[src/rtl/timer_digit_entry.sv]
// timer_digit_entry
//   Keypad digit-entry stage. Synchronizes the key encoder outputs, debounces
//   press and release, and accepts one digit per debounced press into a
//   4-digit MM:SS entry register. A start request commits a normalized copy
//   of the entry to the countdown timer with a one-cycle load pulse.
//
// Ports
//   clk          system clock, rising edge
//   resetn       asynchronous active-low reset
//   bcd[3:0]     digit code from the key encoder
//   valid_data   high while a key is held
//   start_n      active-low start request (level)
//   clear_n      active-low clear of the entry register (level)
//   disp_bcd     raw entry {min_tens, min_ones, sec_tens, sec_ones}
//   digit_count  accepted digits, 0..4
//   full         digit_count == 4
//   load_timer   one-cycle commit pulse
//   timer_bcd    normalized time while load_timer is high, else 0
module timer_digit_entry #(
  parameter int DEBOUNCE_CYCLES = 4
) (
  input  logic        clk,
  input  logic        resetn,
  input  logic [3:0]  bcd,
  input  logic        valid_data,
  input  logic        start_n,
  input  logic        clear_n,
  output logic [15:0] disp_bcd,
  output logic [2:0]  digit_count,
  output logic        full,
  output logic        load_timer,
  output logic [15:0] timer_bcd
);

  localparam logic [7:0] DB_LAST = 8'(DEBOUNCE_CYCLES);

  typedef struct packed {
    logic       v;
    logic [3:0] code;
    logic       start_n;
    logic       clear_n;
  } key_in_t;

  typedef enum logic [1:0] {IDLE, PRESS_DB, HELD, RELEASE_DB} key_state_t;

  // ---------------------------------------------------------------------------
  // 2-flop synchronizers. sync_vld tracks pipeline fill after reset so the
  // key FSM can tell when v_s reflects the real input.
  // ---------------------------------------------------------------------------
  key_in_t    sync_q [2];
  logic [1:0] sync_vld;
  logic       v_s, start_s, clear_s;
  logic [3:0] bcd_s;

  always_ff @(posedge clk or negedge resetn) begin
    if (!resetn) begin
      sync_q[0] <= '0;
      sync_q[1] <= '0;
      sync_vld  <= '0;
    end else begin
      sync_q[0] <= '{v: valid_data, code: bcd, start_n: start_n, clear_n: clear_n};
      sync_q[1] <= sync_q[0];
      sync_vld  <= {sync_vld[0], 1'b1};
    end
  end

  assign v_s     = sync_q[1].v;
  assign bcd_s   = sync_q[1].code;
  assign start_s = sync_q[1].start_n;
  assign clear_s = sync_q[1].clear_n;

  // ---------------------------------------------------------------------------
  // Arming: a key held through reset must be released before it can be
  // accepted. armed sets once a genuine (post-fill) low is seen on v_s.
  // ---------------------------------------------------------------------------
  logic armed;

  always_ff @(posedge clk or negedge resetn) begin
    if (!resetn) armed <= 1'b0;
    else if (sync_vld[1] && !v_s) armed <= 1'b1;
  end

  // ---------------------------------------------------------------------------
  // Key debounce FSM
  // ---------------------------------------------------------------------------
  key_state_t state, state_nxt;
  logic [7:0] cnt, cnt_nxt;
  logic       accept;

  always_ff @(posedge clk or negedge resetn) begin
    if (!resetn) begin
      state <= IDLE;
      cnt   <= '0;
    end else begin
      state <= state_nxt;
      cnt   <= cnt_nxt;
    end
  end

  always_comb begin
    state_nxt = state;
    cnt_nxt   = cnt;
    accept    = 1'b0;
    case (state)
      IDLE: begin
        if (armed && v_s) begin
          state_nxt = PRESS_DB;
          cnt_nxt   = 8'd1;
        end
      end
      PRESS_DB: begin
        if (!v_s) begin
          state_nxt = IDLE;
          cnt_nxt   = '0;
        end else if (cnt == DB_LAST) begin
          accept    = 1'b1;
          state_nxt = HELD;
          cnt_nxt   = '0;
        end else begin
          cnt_nxt = cnt + 8'd1;
        end
      end
      HELD: begin
        if (!v_s) begin
          state_nxt = RELEASE_DB;
          cnt_nxt   = 8'd1;
        end
      end
      RELEASE_DB: begin
        if (v_s) begin
          // bounce during a hold: back to HELD without a new accept
          state_nxt = HELD;
          cnt_nxt   = '0;
        end else if (cnt == DB_LAST) begin
          state_nxt = IDLE;
          cnt_nxt   = '0;
        end else begin
          cnt_nxt = cnt + 8'd1;
        end
      end
      default: begin
        state_nxt = IDLE;
        cnt_nxt   = '0;
      end
    endcase
  end

  // ---------------------------------------------------------------------------
  // Entry register, start commit and clear
  // ---------------------------------------------------------------------------
  logic start_prev;
  logic start_fall;
  logic digit_ok;

  function automatic logic [15:0] normalize(input logic [15:0] t);
    // seconds tens above 5 saturate the seconds field to 59
    if (t[7:4] > 4'd5) return {t[15:8], 8'h59};
    return t;
  endfunction

  assign start_fall = start_prev && !start_s;
  assign digit_ok   = accept && (bcd_s <= 4'd9) && !full;

  always_ff @(posedge clk or negedge resetn) begin
    if (!resetn) begin
      start_prev  <= 1'b1;
      disp_bcd    <= '0;
      digit_count <= '0;
      full        <= 1'b0;
      load_timer  <= 1'b0;
      timer_bcd   <= '0;
    end else begin
      start_prev <= start_s;
      load_timer <= 1'b0;
      timer_bcd  <= '0;
      if (!clear_s || load_timer) begin
        // explicit clear, or the edge after a commit
        disp_bcd    <= '0;
        digit_count <= '0;
        full        <= 1'b0;
      end else if (start_fall && digit_count != 3'd0) begin
        // commit the pre-shift value; a same-cycle accept is dropped
        load_timer <= 1'b1;
        timer_bcd  <= normalize(disp_bcd);
      end else if (digit_ok) begin
        disp_bcd    <= {disp_bcd[11:0], bcd_s};
        digit_count <= digit_count + 3'd1;
        full        <= (digit_count == 3'd3);
      end
    end
  end

endmodule

[config.mk]
export PLATFORM = sky130hd
export DESIGN_NAME = timer_digit_entry
export DESIGN_NICKNAME = d
export VERILOG_FILES = /design/src/rtl/timer_digit_entry.sv
export SDC_FILE = /design/constraint.sdc
export NUM_CORES = 1
export LEC_CHECK = 0
export ABC_AREA = 1
export CAP_MARGIN = 5
export CORE_ASPECT_RATIO = 1.25
export CORE_MARGIN = 2
export CORE_UTILIZATION = 30
export DETAILED_ROUTE_END_ITERATION = 16
export HOLD_SLACK_MARGIN = 0.03
export PLACE_DENSITY_LB_ADDON = 0.1
export SYNTH_ARGS = -nofsm -noshare
export SYNTH_HDL_FRONTEND = slang
export SYNTH_SLANG_ARGS = --single-unit
[constraint.sdc]
create_clock -name clk -period 3.3 [get_ports clk]
set_clock_uncertainty 0.2 [all_clocks]
set_input_delay 0.495 -clock clk [delete_from_list [all_inputs] [get_ports clk]]
set_output_delay 0.495 -clock clk [all_outputs]
set_load 0.005 [all_outputs]
==> metrics.txt, run 1 <==
post-synth top area share 0.590; post-CTS resize count 0; Port Buffer Count between 40 and 50; initial antenna violation count 0; antenna cell count 0; xor and xnor area share after synthesis 0; Routed Antenna Nets 0; Via density ~4.4; # rows 38; ratio of final minimum period to clock period 0.636; Critical Path, Cell by Cell clkdlybuf4s50_1; worst vdd ir between 0.3 and 0.4 mV; Worst path max stage delay 0.56 ns; FF-to-FF Start digit_count[0]$_DFFE_PN0P_; area share of fa/ha/maj cells after synthesis 0.0230; Die Height between 100 and 150 µm; Slew headroom 0.593; Crit path required time ~2.6 ns; area leader, netlist dfrtp_1; synthesized instance count 303; post-synth cell types 26; gr ovfl total 0; register area share after synthesis 0.600; CP bufs+invs 1; clk_lat worst skew ~0.36 ns; largest family of logic cells by synthesized area simple AND/OR/NAND/NOR gates; die width 89.1 µm; Setup crit start kind flop; synthesized cell area about 2700 µm²; # IOs 46; leakage around 1.7 nW; Max Cap Viol 0; vias between 2000 and 2500; Hold Fails Final Rpt 0; GP Congestion slightly below 0.8; Final Net Count 370; Worst R2R End digit_count[2]$_DFFE_PN0P_; post-synthesis mux area share 0; min Tclk post-route 2.10 ns; Hold Path Sink bcd_s[2]$_DFF_PN0_; status completed; dominant cells by area after synthesis dfrtp_1 59%, nand2_1 11%, nand3_1 5.9%; CTS clk-pin slew, worst paths 0.07 ns; CTS Buf Count 9; share of post-route cells with drive strength above 1 0.0803; Crit. End Element output port; Critical Path AT 1.40 ns; Worst Tran Pin Value between 0.6 and 0.7 ns; hold path cells 0; Max Root-Sink Buffers 2; Crit-path slowest cell clkdlybuf4s50_1; initial core utilization 0.310; CP delay by family, top buffers and inverters; Die Footprint 9830 µm²; Tightest Hold Check Type reg -> reg; first-pass GRT wire length ~10000 µm; CORE AREA 8750 µm²; unrepaired setup endpoints after global routing false; Post-Route Setup TNS 0 ns; Residual DRC 0; Clk Tree Root Cell clkbuf_8; critical path class reg -> out; Synth Area in Simple Gates 0.271; Area growth syn-to-layout 28.2%; largest net degree at the start of global routing 36; Area after DPL approximately 3300 µm²; HPWL after DPL roughly 4000 µm; FILL cells 899; count of final setup violators 0; register bit total from synthesis 65; Clock Sinks 65; 1st-iter DRT viols approximately 120; worst r2r path cells 8; final instance area between 3000 and 4000 µm²; GRT Overall Usage 0.136; Hold Path Origin sync_q[11]$_DFF_PN0_; Fmax 476 MHz; Post-Route WL ~6000 µm; wire length per cell approximately 12 µm; vias in the first global route ~2100; synth warn 0; Slew Limit Fails 0; worst-path maximum fanout 6; H-tree Lvls 3; Synth Area in Compound Gates 0.0253; CTS tree yes; Syn Nets ~320; PD cells about 500 nW/µm²; syn avg cell area ~9 µm²; First-pass DRT Iterations 4; R2R Setup Slk about 1.4 ns; Critical Path Stages 1
## worst max-delay path by stage
stage	slack, ns	to	start
2_1_floorplan	1.69	disp_bcd[15]$_DFFE_PN0P_	digit_count[0]$_DFFE_PN0P_
3_3_place_gp	1.37	digit_count[0]$_DFFE_PN0P_	digit_count[0]$_DFFE_PN0P_
3_5_place_dp	1.37	disp_bcd[12]$_DFFE_PN0P_	digit_count[0]$_DFFE_PN0P_
4_1_cts	1.18	disp_bcd[7]	disp_bcd[7]$_DFFE_PN0P_
5_1_grt	1.17	disp_bcd[7]	disp_bcd[7]$_DFFE_PN0P_
6_report	1.20	disp_bcd[7]	disp_bcd[7]$_DFFE_PN0P_
## metrics by stage
stage | power [mW] | setup slack [ns] | util | hold WS, ns | cells
detailed placement | 1.15 | 1.37 | 0.377 | 0.136 | 464
finish | 1.74 | 1.20 | 0.398 | 0.143 | 481
global placement | 1.14 | 1.37 | 0.377 | 0.134 | 464
floorplan | 1.06 | 1.69 | - | -0.000591 | 303
global route | 1.85 | 1.17 | 0.398 | 0.155 | 481
CTS | 1.77 | 1.18 | 0.398 | 0.149 | 481
## routing by layer
layer,global-route usage,up-vias,wire length [µm],share of wire
li1,-,1052,-,-
met5,0,-,0,0
met1,0.172,1001,2630,0.45
met2,0.209,55,2780,0.48
met3,0.0335,13,236,0.040
met4,0.0821,0,191,0.033
## Yosys cell counts, drive strengths merged
master / number
nand2: 83
dfrtp: 64
inv: 43
nand3: 34
nor2: 34
nand4: 13
buf: 7
a21oi: 5
ha: 5
o21ai: 5
clkbuf: 2
conb: 2
nor3: 2
a21o: 1
dfstp: 1
nor4: 1
o211ai: 1
## state kept, by name (all words and copies together) (netlist names), named ones only
register	flops
armed	1
sync_q	7
sync_vld	2
cnt	8
v_s	1
digit_count	3
state	1
bcd_s	4
full	1
start_prev	1
start_s	1
disp_bcd	16
clear_s	1
load_timer	1
timer_bcd	16
## final cells by class
cell class                      count  area [µm²]  share of cell area
Multi-Input combinational cell    186         873               0.251
Clock buffer                       14         163              0.0467
Timing Repair Buffer               51         493               0.142
Inverter                           43         161              0.0464
Sequential cell                    65        1630               0.468
Tap cell                          120         150              0.0431
Clock inverter                      2        12.5             0.00359
## cells in the final DEF (no fill, tap or decap), types with 2 or more instances in the layout
cell and count:
clkbuf_1 3, clkdlybuf4s50_1 44, dfrtp_1 64, buf_4 5, nand3_1 32, nor3_1 2
ha_1 5, inv_1 41, a21oi_1 4, conb_1 2, nor2_2 3, nand2_1 82
nor2_1 31, clkbuf_8 11, o21ai_0 5, nand4_1 13, inv_2 2
## what timing repair did
item | 4_1_cts | 5_1_grt
hold endpoints to repair | 24 | 0
setup buffers | 0 | 0
hold buffers | 1 | 0
## cell families after synthesis
logic type | count (synthesis)
fa+ha+maj | 5
simple gates | 167
buf+inv | 52
other cells | 2
flops | 65
compound gates | 12
## report_power, final
part	switching (mW)	internal (mW)	total, mW
Sequential	0.0500	0.841	0.891
Combinational	0.154	0.0826	0.236
Clock	0.300	0.313	0.614
Total	0.504	1.24	1.74
## worst reg2reg max path, cell delays in order (launching register included)
cell	delay, ns
dfrtp_1	0.42
inv_1	0.09
ha_1	0.14
nand2_1	0.09
a21oi_2	0.14
buf_4	0.27
nand3_4	0.27
nand3_1	0.15
nand2_1	0.06
No activity file was read; power rests on OpenSTA's default activity.
==> inputs of run 2 (changes only) <==
==> constraint.sdc (replaced) <==
create_clock -name clk -period 2 [get_ports clk]
set_clock_uncertainty 0.2 [all_clocks]
set_input_delay 0.3 -clock clk [delete_from_list [all_inputs] [get_ports clk]]
set_output_delay 0.3 -clock clk [all_outputs]
set_load 0.005 [all_outputs]
==> metrics.txt, run 2 (synthesized netlist as in run 1, its figures left out) <==
status completed (unchanged); clock power share 0.354 (was 0.353); pre-CTS setup slack 0.153 ns (was 1.37 ns); HPWL after DPL 4060 µm (was 3960 µm); min Tclk post-route between 1.5 and 2 ns; Die Footprint 9830 µm² (unchanged); CP bufs+invs 1 (unchanged); 1st-iter DRT viols 114 (was 121); First-pass DRT Iterations 4 (unchanged); vias 2138 (was 2121); # rows 38 (unchanged); Slew Limit Fails 0 (unchanged); worst vdd ir 0.404 mV (was 0.307 mV); initial antenna violation count 0 (unchanged); Critical Path, Cell by Cell clkdlybuf4s50_1 (unchanged); # IOs 46 (unchanged); first-pass GRT wire length 9980 µm (was 10000 µm); ratio of final minimum period to clock period 0.945; Max Root-Sink Buffers 2 (unchanged); final instance area 3530 µm² (was 3480 µm²); Area after DPL 3340 µm² (was 3300 µm²); post-CTS setup buffers 0 (unchanged); Routed Antenna Nets 0 (unchanged); Residual DRC 0 (unchanged); Crit-path slowest cell clkdlybuf4s50_1 (unchanged); Setup crit start kind flop (unchanged); Psw 0.874 mW (was 0.504 mW); CTS clk-pin slew, worst paths 0.07 ns (about the same); GP Congestion 0.757 (was 0.780); Fmax about 530 MHz; H-tree Lvls 3 (unchanged); PD cells 817 nW/µm² (was 500 nW/µm²); Via density 4.43 (was 4.41); Area growth syn-to-layout 30.1% (was 28.2%); Max Cap Viol 0 (unchanged); Hold Fails Final Rpt 0 (unchanged); share of post-route cells with drive strength above 1 0.0937 (was 0.0803); vias in the first global route 2055 (was 2087); critical path class reg -> out (unchanged); Worst path max stage delay 0.56 ns (about the same); most common cell after layout, fill and taps aside nand2_1 (unchanged); Critical Path AT 1.39 ns (was 1.40 ns); CTS tree yes (unchanged); wire length per cell 12.0 µm (was 12.1 µm); Post-Route Setup TNS 0 ns (unchanged); PnR worst setup slack 0.110 ns (was 1.20 ns); Power, Total 2.89 mW (was 1.74 mW); clk_lat worst skew 0.35 ns (was 0.36 ns); Final Non-Filler Cells 483 (was 481); Die Height 110 µm (unchanged); Crit path required time 1.50 ns (was 2.60 ns); biggest regs disp_bcd (16), timer_bcd (16), cnt (8) (unchanged); Final Net Count 372 (was 370); Port Buffer Count 45 (unchanged); Hold Slack 0.143 ns (about the same); Crit. End Element output port (unchanged); internal power 2.01 mW (was 1.24 mW); CP delay by family, top buffers and inverters (unchanged); Clk Tree Root Cell clkbuf_8 (unchanged); most frequent cells in the layout 82 x nand2_1, 64 x dfrtp_1, 44 x clkdlybuf4s50_1 (unchanged); largest net degree at the start of global routing 41 (was 36); leakage 1.76 nW (was 1.74 nW); GRT Overall Usage 0.136 (about the same); worst-path maximum fanout 6 (unchanged); gr ovfl total 0 (unchanged); CTS Buf Count 9 (unchanged); unrepaired setup endpoints after global routing false (unchanged); CORE AREA 8750 µm² (unchanged); Reg power frac 0.508 (was 0.512); initial core utilization 0.310 (unchanged); die width 89.1 µm (unchanged); Tightest Hold Check Type reg -> reg (unchanged); Clock Sinks 65 (unchanged); Post-Route WL 5820 µm (was 5840 µm); Post-Route Utilization 0.404 (was 0.398); antenna cell count 0 (unchanged); count of final setup violators 0 (unchanged); Switching Fraction 0.303 (was 0.290); DP Cell Count 466 (was 464); Combinational Power Share 0.138 (was 0.136)
## run 2: repair_timing
action	4_1_cts	5_1_grt
hold buffers	1	0
hold endpoints to repair	15	0
gates resized for setup	0	1
endpoints found under the setup margin	0	5
## run 2: power groups by stage
stage                     Clock [mW]  Combinational, mW  Sequential, mW
after floorplan                    0              0.267            1.48
after global routing            1.14              0.474            1.48
after CTS                       1.06              0.408            1.47
after global placement             0              0.401            1.49
after detailed placement           0              0.406            1.49
final                           1.02              0.398            1.47
## run 2: final timing paths
kind                                       startpoint                          to  slack (ns)  depth (start not counted)
max                           disp_bcd[7]$_DFFE_PN0P_                 disp_bcd[7]        0.11                          1
min in group asynchronous                      resetn            full$_DFFE_PN0P_        0.21                          2
max in group asynchronous                      resetn           armed$_DFFE_PN0P_        0.84                          3
min reg2reg                       sync_q[7]$_DFF_PN0_           clear_s$_DFF_PN0_        0.14                          0
min                               sync_q[7]$_DFF_PN0_           clear_s$_DFF_PN0_        0.14                          0
max reg2reg                digit_count[0]$_DFFE_PN0P_  digit_count[0]$_DFFE_PN0P_        0.21                          7
## run 2: area by class of cell
type                       count  area (µm²)
fill                         909        5220
sequential                    65        1630
multi-input combinational    186         881
timing repair buffer          53         533
inverter                      43         161
tap                          120         150
clock buffer                  10         138
clock inverter                 6        42.5
## run 2: per-layer routing
metal | share of wire | GRT usage | up-vias
met1 | 0.45 | 0.171 | 1027
met5 | 0 | 0 | -
met3 | 0.048 | 0.0410 | 15
li1 | - | - | 1053
met4 | 0.025 | 0.0736 | 0
met2 | 0.47 | 0.210 | 43
==> inputs of run 3 (changes only) <==
--- a/config.mk
+++ b/config.mk
@@ -13,6 +13,7 @@
 export DETAILED_ROUTE_END_ITERATION = 16
 export HOLD_SLACK_MARGIN = 0.03
 export PLACE_DENSITY_LB_ADDON = 0.1
+export SLEW_MARGIN = 5
 export SYNTH_ARGS = -nofsm -noshare
 export SYNTH_HDL_FRONTEND = slang
 export SYNTH_SLANG_ARGS = --single-unit
==> results of run 3 <==
The final DEF is identical to that of run 2; final timing and power are the same.
